<file path="config.mk">
export PLATFORM = sky130hd
export DESIGN_NAME = rtclock_alarm
export DESIGN_NICKNAME = d
export VERILOG_FILES = /design/src/rtl/rtclock_alarm.sv
export SDC_FILE = /design/constraint.sdc
export NUM_CORES = 1
export LEC_CHECK = 0
export BUFFER_PORTS_ARGS = -buffer_cell sky130_fd_sc_hd__buf_2
export CAP_MARGIN = 10
export CORE_MARGIN = 4
export CORE_UTILIZATION = 43
export DETAILED_ROUTE_END_ITERATION = 16
export PLACE_DENSITY_LB_ADDON = 0.12
export RECOVER_POWER = 25
export SETUP_SLACK_MARGIN = 0.3
export SYNTH_ARGS = -nofsm -noshare
export SYNTH_HDL_FRONTEND = slang
export SYNTH_SLANG_ARGS = --single-unit
</file>
<file path="constraint.sdc">
create_clock -name clk -period 11.8 [get_ports clk]
set_input_delay 0 -clock clk [delete_from_list [all_inputs] [get_ports clk]]
set_output_delay 0 -clock clk [all_outputs]
set_load 0.01 [all_outputs]
</file>
<file path="src/rtl/rtclock_alarm.sv">
// Time-of-day alarm: compares the rtclock {sec,nsec} bus against a programmed target and
// strobes o_fire once per reached target, with optional periodic re-arm and missed-period count.
module rtclock_alarm #(
  parameter int CLK_PERIOD_NS = 8,
  parameter int MISS_W        = 16
) (
  input  logic              clk,
  input  logic              resetn,
  input  logic [47:0]       i_sec,
  input  logic [29:0]       i_nsec,
  input  logic              cfg_valid,
  output logic              cfg_ready,
  input  logic [47:0]       cfg_sec,
  input  logic [29:0]       cfg_nsec,
  input  logic [29:0]       cfg_period_nsec,
  input  logic              cfg_cancel,
  output logic              o_cfg_err,
  output logic              o_armed,
  output logic              o_fire,
  output logic [MISS_W-1:0] o_missed
);

  localparam logic [29:0] NS_PER_SEC = 30'd1_000_000_000;
  localparam logic [29:0] MIN_PERIOD = 30'(CLK_PERIOD_NS);

  typedef enum logic [1:0] {IDLE, ARMED, FIRE, CATCHUP} state_t;

  state_t              state, state_nxt;
  logic [47:0]         tgt_sec, tgt_sec_nxt;
  logic [29:0]         tgt_nsec, tgt_nsec_nxt;
  logic [29:0]         period, period_nxt;
  logic [MISS_W-1:0]   miss, miss_nxt;
  logic                cfg_err_p1, cfg_err_nxt;
  logic                fire_p1, fire_nxt;
  logic                cfg_take, cfg_bad;
  logic [47:0]         adv_sec;
  logic [29:0]         adv_nsec;

  // Target + period with nanosecond-to-second carry; seconds wrap modulo 2^48.
  function automatic logic [77:0] add_period(input logic [47:0] sec, input logic [29:0] nsec,
                                             input logic [29:0] per);
    logic [30:0] s;
    s = {1'b0, nsec} + {1'b0, per};
    if (s >= {1'b0, NS_PER_SEC})
      return {sec + 48'd1, 30'(s - {1'b0, NS_PER_SEC})};
    return {sec, s[29:0]};
  endfunction

  function automatic logic reached(input logic [47:0] sec, input logic [29:0] nsec,
                                   input logic [47:0] t_sec, input logic [29:0] t_nsec);
    return (sec > t_sec) || ((sec == t_sec) && (nsec >= t_nsec));
  endfunction

  function automatic logic [MISS_W-1:0] sat_inc(input logic [MISS_W-1:0] v);
    return (&v) ? v : v + 1'b1;
  endfunction

  assign cfg_ready = (state == IDLE) || (state == ARMED);
  assign cfg_take  = cfg_valid && cfg_ready;
  assign cfg_bad   = (cfg_nsec >= NS_PER_SEC) ||
                     ((cfg_period_nsec != 30'd0) &&
                      ((cfg_period_nsec < MIN_PERIOD) || (cfg_period_nsec >= NS_PER_SEC)));
  assign {adv_sec, adv_nsec} = add_period(tgt_sec, tgt_nsec, period);

  // Stage p0: compare and next-state decode on the current time bus
  always_comb begin
    state_nxt    = state;
    tgt_sec_nxt  = tgt_sec;
    tgt_nsec_nxt = tgt_nsec;
    period_nxt   = period;
    miss_nxt     = miss;
    cfg_err_nxt  = 1'b0;
    fire_nxt     = 1'b0;
    if (cfg_cancel) begin
      state_nxt = IDLE;
    end else if (cfg_take && !cfg_bad) begin
      tgt_sec_nxt  = cfg_sec;
      tgt_nsec_nxt = cfg_nsec;
      period_nxt   = cfg_period_nsec;
      miss_nxt     = '0;
      state_nxt    = ARMED;
    end else begin
      cfg_err_nxt = cfg_take;
      case (state)
        ARMED: begin
          if (reached(i_sec, i_nsec, tgt_sec, tgt_nsec)) begin
            state_nxt = FIRE;
            fire_nxt  = 1'b1;
          end
        end
        FIRE: begin
          if (period == 30'd0) begin
            state_nxt = IDLE;
          end else begin
            tgt_sec_nxt  = adv_sec;
            tgt_nsec_nxt = adv_nsec;
            state_nxt    = reached(i_sec, i_nsec, adv_sec, adv_nsec) ? CATCHUP : ARMED;
          end
        end
        CATCHUP: begin
          // Skip stale targets without strobing; stop on the first one still in the future.
          tgt_sec_nxt  = adv_sec;
          tgt_nsec_nxt = adv_nsec;
          if (reached(i_sec, i_nsec, adv_sec, adv_nsec)) miss_nxt = sat_inc(miss);
          else state_nxt = ARMED;
        end
        default: state_nxt = state;
      endcase
    end
  end

  // Stage p1: registered state, target and strobes
  always_ff @(posedge clk or negedge resetn) begin
    if (!resetn) begin
      state      <= IDLE;
      tgt_sec    <= '0;
      tgt_nsec   <= '0;
      period     <= '0;
      miss       <= '0;
      cfg_err_p1 <= 1'b0;
      fire_p1    <= 1'b0;
    end else begin
      state      <= state_nxt;
      tgt_sec    <= tgt_sec_nxt;
      tgt_nsec   <= tgt_nsec_nxt;
      period     <= period_nxt;
      miss       <= miss_nxt;
      cfg_err_p1 <= cfg_err_nxt;
      fire_p1    <= fire_nxt;
    end
  end

  assign o_cfg_err = cfg_err_p1;
  assign o_fire    = fire_p1;
  assign o_armed   = (state != IDLE);
  assign o_missed  = miss;

endmodule

</file>
=== Yosys cells after proc, flatten, opt, wreduce, memory -nomap -nowiden ===
Cells that the tools add are included.

* Input port bits: 190
* Word-level logic and storage cells: 79
* Register bits after elaboration: 128
* Output and inout port bits: 20

* Add/subtract/negate cells: 4
* Bitwise operators: 1
* Multiplexer cells: 26
* Equal/unequal tests: 9
* Reductions and logical operators: 24
* $lt $le $gt $ge: 8

{| class="wikitable"
|+ Operator list
! operator !! number
|-
| 2-to-1 mux 78 bit || 2
|-
| equality test 48 bit || 2
|-
| > comparator 48 bit || 2
|-
| 2-to-1 mux 48 bit || 2
|-
| case mux 48 bit (2 select lines) || 1
|-
| 2-to-1 mux 16 bit || 4
|-
| >= comparator 30 bit || 2
|-
| >= comparator 30 bit (second input constant) || 2
|-
| 2-to-1 mux 30 bit || 2
|-
| case mux 30 bit (2 select lines) || 1
|-
| adder 48 x 1 -> 48 bit (second input constant) || 1
|-
| adder 30 x 30 -> 31 bit || 1
|-
| >= comparator 31 x 30 -> 1 bit (second input constant) || 1
|-
| logical NOT 30 bit || 1
|-
| less-than comparator 30 x 4 -> 1 bit (second input constant) || 1
|-
| nonzero test 30 bit || 1
|-
| subtractor 30 bit (second input constant) || 1
|-
| adder 16 x 1 -> 16 bit (second input constant) || 1
|-
| AND reduction 16 bit || 1
|-
| 2-to-1 mux 2 bit || 6
|-
| 2-to-1 mux 1 bit || 7
|-
| case mux 2 bit (3 select lines) || 1
|-
| AND reduction 3 bit || 2
|-
| nonzero test 2 bit || 3
|-
| other kinds (15) || 24
|}

=== Longest topological paths before layout ===
* Depth after elaboration: 12
* Mapped depth: 29
* Mapped depth without buffers: 26

=== Least setup slack after synthesis ===
OpenSTA, ideal clock, no wires.

* Path type: reg2reg
* Start point: reg tgt_nsec[0]
* End point: reg miss[10] (netlist: o_missed[10])
* Buffers on the path: 2
* Arrival: 6.753 ns
* Data required time: 11.721 ns
* Clock period less this slack: 6.832 ns
* Setup time: 0.079 ns
* Cell stages (with the launch flop): 27
* Setup slack: 4.968 ns
* Path through: dfrtp_1 > ha_1 > fa_1 > a21o_1 > a221oi_4 > o21ai_0 > xnor2_1 > ha_1 > o211ai_2 > a311oi_1 > o311a_1 > a211o_1 > buf_6 > or4_4 > xnor2_1 > ha_1 > nand4_1 > nor4_1 > nand2_1 > or3_1 > or4_1 > nand4b_1 > nand4b_1 > o21ai_0 > clkbuf_1 > nor4b_1 > mux2i_1

* Longest elaborated chain between the ends: 9
* Elaborated cells on any way between the ends: 13
* Classes of those cells: add/sub: 2; order compare: 3; eq/ne: 1; mux: 3; reduce/logical: 4

{| class="wikitable"
|+ Ends and longest elaborated chain
! item !! RTL line !! RTL
|-
| from (decl) || 30 || <nowiki>logic [29:0] tgt_nsec, tgt_nsec_nxt;</nowiki>
|-
| from (signal assigned) || 125 || <nowiki>tgt_nsec <= tgt_nsec_nxt;</nowiki>
|-
| adder 30 x 30 -> 31 bit (*) || 43 || <nowiki>s = {1'b0, nsec} + {1'b0, per};</nowiki>
|-
| subtractor 30 bit or >= comparator 31 x 30 -> 1 bit (tied branches) || 45, 44 ||
|-
| 2-to-1 mux 78 bit or 2-to-1 mux 1 bit (tied branches) || 44 || <nowiki>if (s >= {1'b0, NS_PER_SEC})</nowiki>
|-
| 2-to-1 mux 78 bit (*) || 46 || <nowiki>return {sec, s[29:0]};</nowiki>
|-
| parallel branches: the longest is 2 deep, another holds > comparator 48 bit || n/a ||
|-
| logical OR 1 bit (*) || 51 || <nowiki>return (sec > t_sec) || ((sec == t_sec) && (nsec >= t_nsec));</nowiki>
|-
| nonzero test 2 bit (no source line) (*) || n/a ||
|-
| AND reduction 4 bit (no source line) (*) || n/a ||
|-
| to (signal assigned) || 127 || <nowiki>miss <= miss_nxt;</nowiki>
|-
| to (decl) || 32 || <nowiki>logic [MISS_W-1:0] miss, miss_nxt;</nowiki>
|}

Every way passes the cells marked *. The select of a mux whose other input is x is not followed.
A chain may end at the register's enable or synchronous reset.

=== Final worst setup path ===
* Start point: reg tgt_nsec[0]
* End point: reg miss[13] (netlist: o_missed[13])

The elaborated chain is that of the path after synthesis.

==> results.sh <==
export IMPL_clk_latency_ps=440
export IMPL_root_buffer="clkbuf_16"
export IMPL_port_buffers=209
export IMPL_clk_pin_slew_worst_paths_ps=70
export IMPL_path_class="register to register"
export IMPL_synth_async_sr_flop_share_pct=100
export IMPL_violations="max-capacitance violations, max-slew violations"
export IMPL_n_antenna_cell=0
export IMPL_min_path_type="input pin to register"
export IMPL_drt_first_iter_violations=1191
export IMPL_netlist_area_um2=13700
export IMPL_finalSetupViolCount=0
export IMPL_cts_tree="yes"
export IMPL_tns_ps=0
export IMPL_layout_common_cells="230 x nand2_1, 209 x buf_2, 189 x ha_1"
export IMPL_synth_main_ff_cell="dfrtp_1"
export IMPL_period_minus_slack_ps=8320
export IMPL_cpPeakStageDelay_ps=590
export IMPL_dr_pass1_iters=5
export IMPL_io_pins=210
export IMPL_antenna_found_initial=0
export IMPL_grt_pass1_wl_um=80800
export IMPL_yosys_register_bits=128
export IMPL_peakVddDrop_mv=0.152
export IMPL_coreArea_um2=31600
export IMPL_p_leak_uw=0.00776
export IMPL_grt_max_degree=81
export IMPL_critPathMostFrequentCell="ha_1"
export IMPL_design_area_um2=16800
export IMPL_critPathLaunchType="register"
export IMPL_cts_buffer_depth=2
export IMPL_status="finished with violations"
export IMPL_hold_viol=0
export IMPL_syn_to_final_growth_pct=22.0
export IMPL_htree_levels=4
export IMPL_routedWlPerCell_um=21.4
export IMPL_ys_seq_area_share_pct=23.3
export IMPL_critical_path_endpoint_type="register"
export IMPL_drive_gt1_share_pct=14.7
export IMPL_synth_avg_cell_area_um2=7.98
export IMPL_power_density_nw_per_um2=219
export IMPL_hpwl_um=39500
export IMPL_vias_per_cell=6.04
export IMPL_maxCapViolations=1
export IMPL_die_w_um=187
export IMPL_drc=0
export IMPL_finClkSkew_ps=14.2
export IMPL_gp_congestion=0.916
export IMPL_worst_pin_slew_ps=4830
export IMPL_grt_pass1_vias=14400
export IMPL_die_height_um=187
export IMPL_start_util_pct=43.6
export IMPL_cts_buffers=17
export IMPL_wl_um=51400
export IMPL_final_common_cell="nand2_1"
export IMPL_rsz0062_at_grt="false"
export IMPL_fmax_mhz=120
export IMPL_ys_types=87
export IMPL_vias=14500
export IMPL_total_power_uw=3680
export IMPL_dpl_cell_area_um2=15100
export IMPL_cp_required_ps=12160
export IMPL_fin_crit_sh_pct=70.5
export IMPL_ys_warn_count=0
export IMPL_grt_usage_pct=28.8
export IMPL_relSlewSlack_pct=-222
export IMPL_cpMaxStageDelayCell="or4_1"
export IMPL_dieArea_um2=34900
export IMPL_maxSlewViolCount=81
export IMPL_synth_edf_count=0
export IMPL_clock_sinks=128
export IMPL_syn_inst=1722
export IMPL_r2r_setup_slack_ps=3480
export IMPL_fill_cells=3040
export IMPL_placementRows=65
export IMPL_synth_nets=2102
export IMPL_cp_arrival_ps=8680
export IMPL_grt_overflow=0
export IMPL_crit_fanout=30
export IMPL_antenna_left=0
export IMPL_layout_nets=2369
==> metrics by stage <==
stage | hold WS, ps | std cells | utilization, % | setup WS [ps]
after floorplan | -296 | 1722 | - | 4970
after global placement | 105 | 2269 | 47.9 | 3700
after detailed placement | 116 | 2269 | 47.9 | 3430
after CTS | 7.32 | 2403 | 53.1 | 3390
after global routing | 3.48 | 2404 | 53.1 | 2910
final | 11.6 | 2404 | 53.1 | 3480
==> cells by family (layout without fill, tap and decap cells) <==
logic type,after synthesis,in the layout,share of synthesized area (%)
compound gates,487,487,24.7
xor+xnor,85,85,5.52
fa+ha+maj,190,190,17.3
buf+inv,173,453,4.91
flops,128,128,23.3
mux,12,12,0.883
simple gates,647,647,23.4
==> worst max-delay path: cells and delay by family, from the launching register on <==
| family | cells | cell delay [ps] |
|---|---|---|
| AND/OR/NAND/NOR | 10 | 3430 |
| AO/OA/AOI/OAI | 9 | 2380 |
| adder cells (fa/ha/maj) | 4 | 1240 |
| flip-flops | 1 | 410 |
| buffers and inverters | 1 | 390 |
| XOR/XNOR | 2 | 360 |
==> routing by layer <==
layer | vias to the layer above | share of wire (%) | GRT usage [%]
met4 | 0 | 4.1 | 11.4
met1 | 6946 | 42 | 36.7
met2 | 498 | 49 | 49.5
met5 | - | 0 | 0
met3 | 108 | 5.3 | 3.83
li1 | 6967 | - | -
==> repair_timing <==
action,in CTS,in global routing
hold endpoints to repair,179,0
gates resized for setup,0,0
setup endpoints to repair,0,0
hold buffers,102,0
buffers inserted,0,0
==> path summary, 6_finish.rpt <==
check | start | end | cells past startpoint
worst min-delay path | cfg_sec[11] | tgt_sec[11] | 4
worst max-delay path | tgt_nsec[0] | o_missed[13] | 26
worst min register to register | period[0] | period[0] | 2
worst max register to register | tgt_nsec[0] | o_missed[13] | 26
min in group asynchronous | resetn | period[3] | 2
max in group asynchronous | resetn | tgt_sec[35] | 2
==> sequential cells by signal, summed over array words and instances, names as in the netlist <==
signal,flops
tgt_sec,48
period,30
tgt_nsec,30
o_missed,16
state,2
o_cfg_err,1
o_fire,1
==> area by class of cell <==
cell class	count	area (um2)	area share, %
well taps	402	503	3.00
multi-input cells	1421	9920	59.1
clock buffers	20	467	2.78
inverters	97	364	2.17
clock inverters	12	155	0.925
repair buffers	324	2160	12.9
flip-flops and latches	128	3200	19.1
==> power breakdown <==
| group | switching, uW | internal, uW |
|---|---|---|
| sequential | 133 | 539 |
| combinational | 1470 | 952 |
| clock | 231 | 351 |
| total | 1830 | 1840 |
==> cell usage after synthesis (all sizes together), types with 6 or more instances <==
| master | number | share of area, % |
|---|---|---|
| a211o | 8 | 0.51 |
| a211oi | 24 | 1.5 |
| a21boi | 6 | 0.33 |
| a21o | 61 | 3.3 |
| a21oi | 108 | 4.0 |
| a221o | 7 | 0.51 |
| a22oi | 6 | 0.33 |
| a2bb2oi | 11 | 0.70 |
| a311oi | 12 | 0.76 |
| a31oi | 25 | 1.2 |
| and2 | 9 | 0.41 |
| and3 | 20 | 0.91 |
| and4 | 10 | 0.64 |
| buf | 23 | 0.81 |
| clkbuf | 53 | 1.4 |
| dfrtp | 128 | 23 |
| ha | 189 | 17 |
| inv | 97 | 2.6 |
| mux2i | 11 | 0.80 |
| nand2 | 231 | 6.3 |
| nand2b | 8 | 0.36 |
| nand3 | 47 | 1.7 |
| nand4 | 57 | 2.6 |
| nor2 | 116 | 3.2 |
| nor2b | 15 | 0.68 |
| nor3 | 56 | 2.1 |
| nor4 | 35 | 2.0 |
| o211ai | 25 | 1.4 |
| o21a | 23 | 1.3 |
| o21ai | 68 | 2.5 |
| o221ai | 13 | 0.87 |
| o22a | 7 | 0.45 |
| o22ai | 18 | 0.82 |
| o31a | 6 | 0.38 |
| o31ai | 15 | 0.82 |
| or2 | 7 | 0.32 |
| or3 | 12 | 0.55 |
| or4 | 10 | 0.60 |
| xnor2 | 75 | 4.9 |
| xor2 | 10 | 0.64 |
Note: power is estimated with default switching activity, not from simulation.
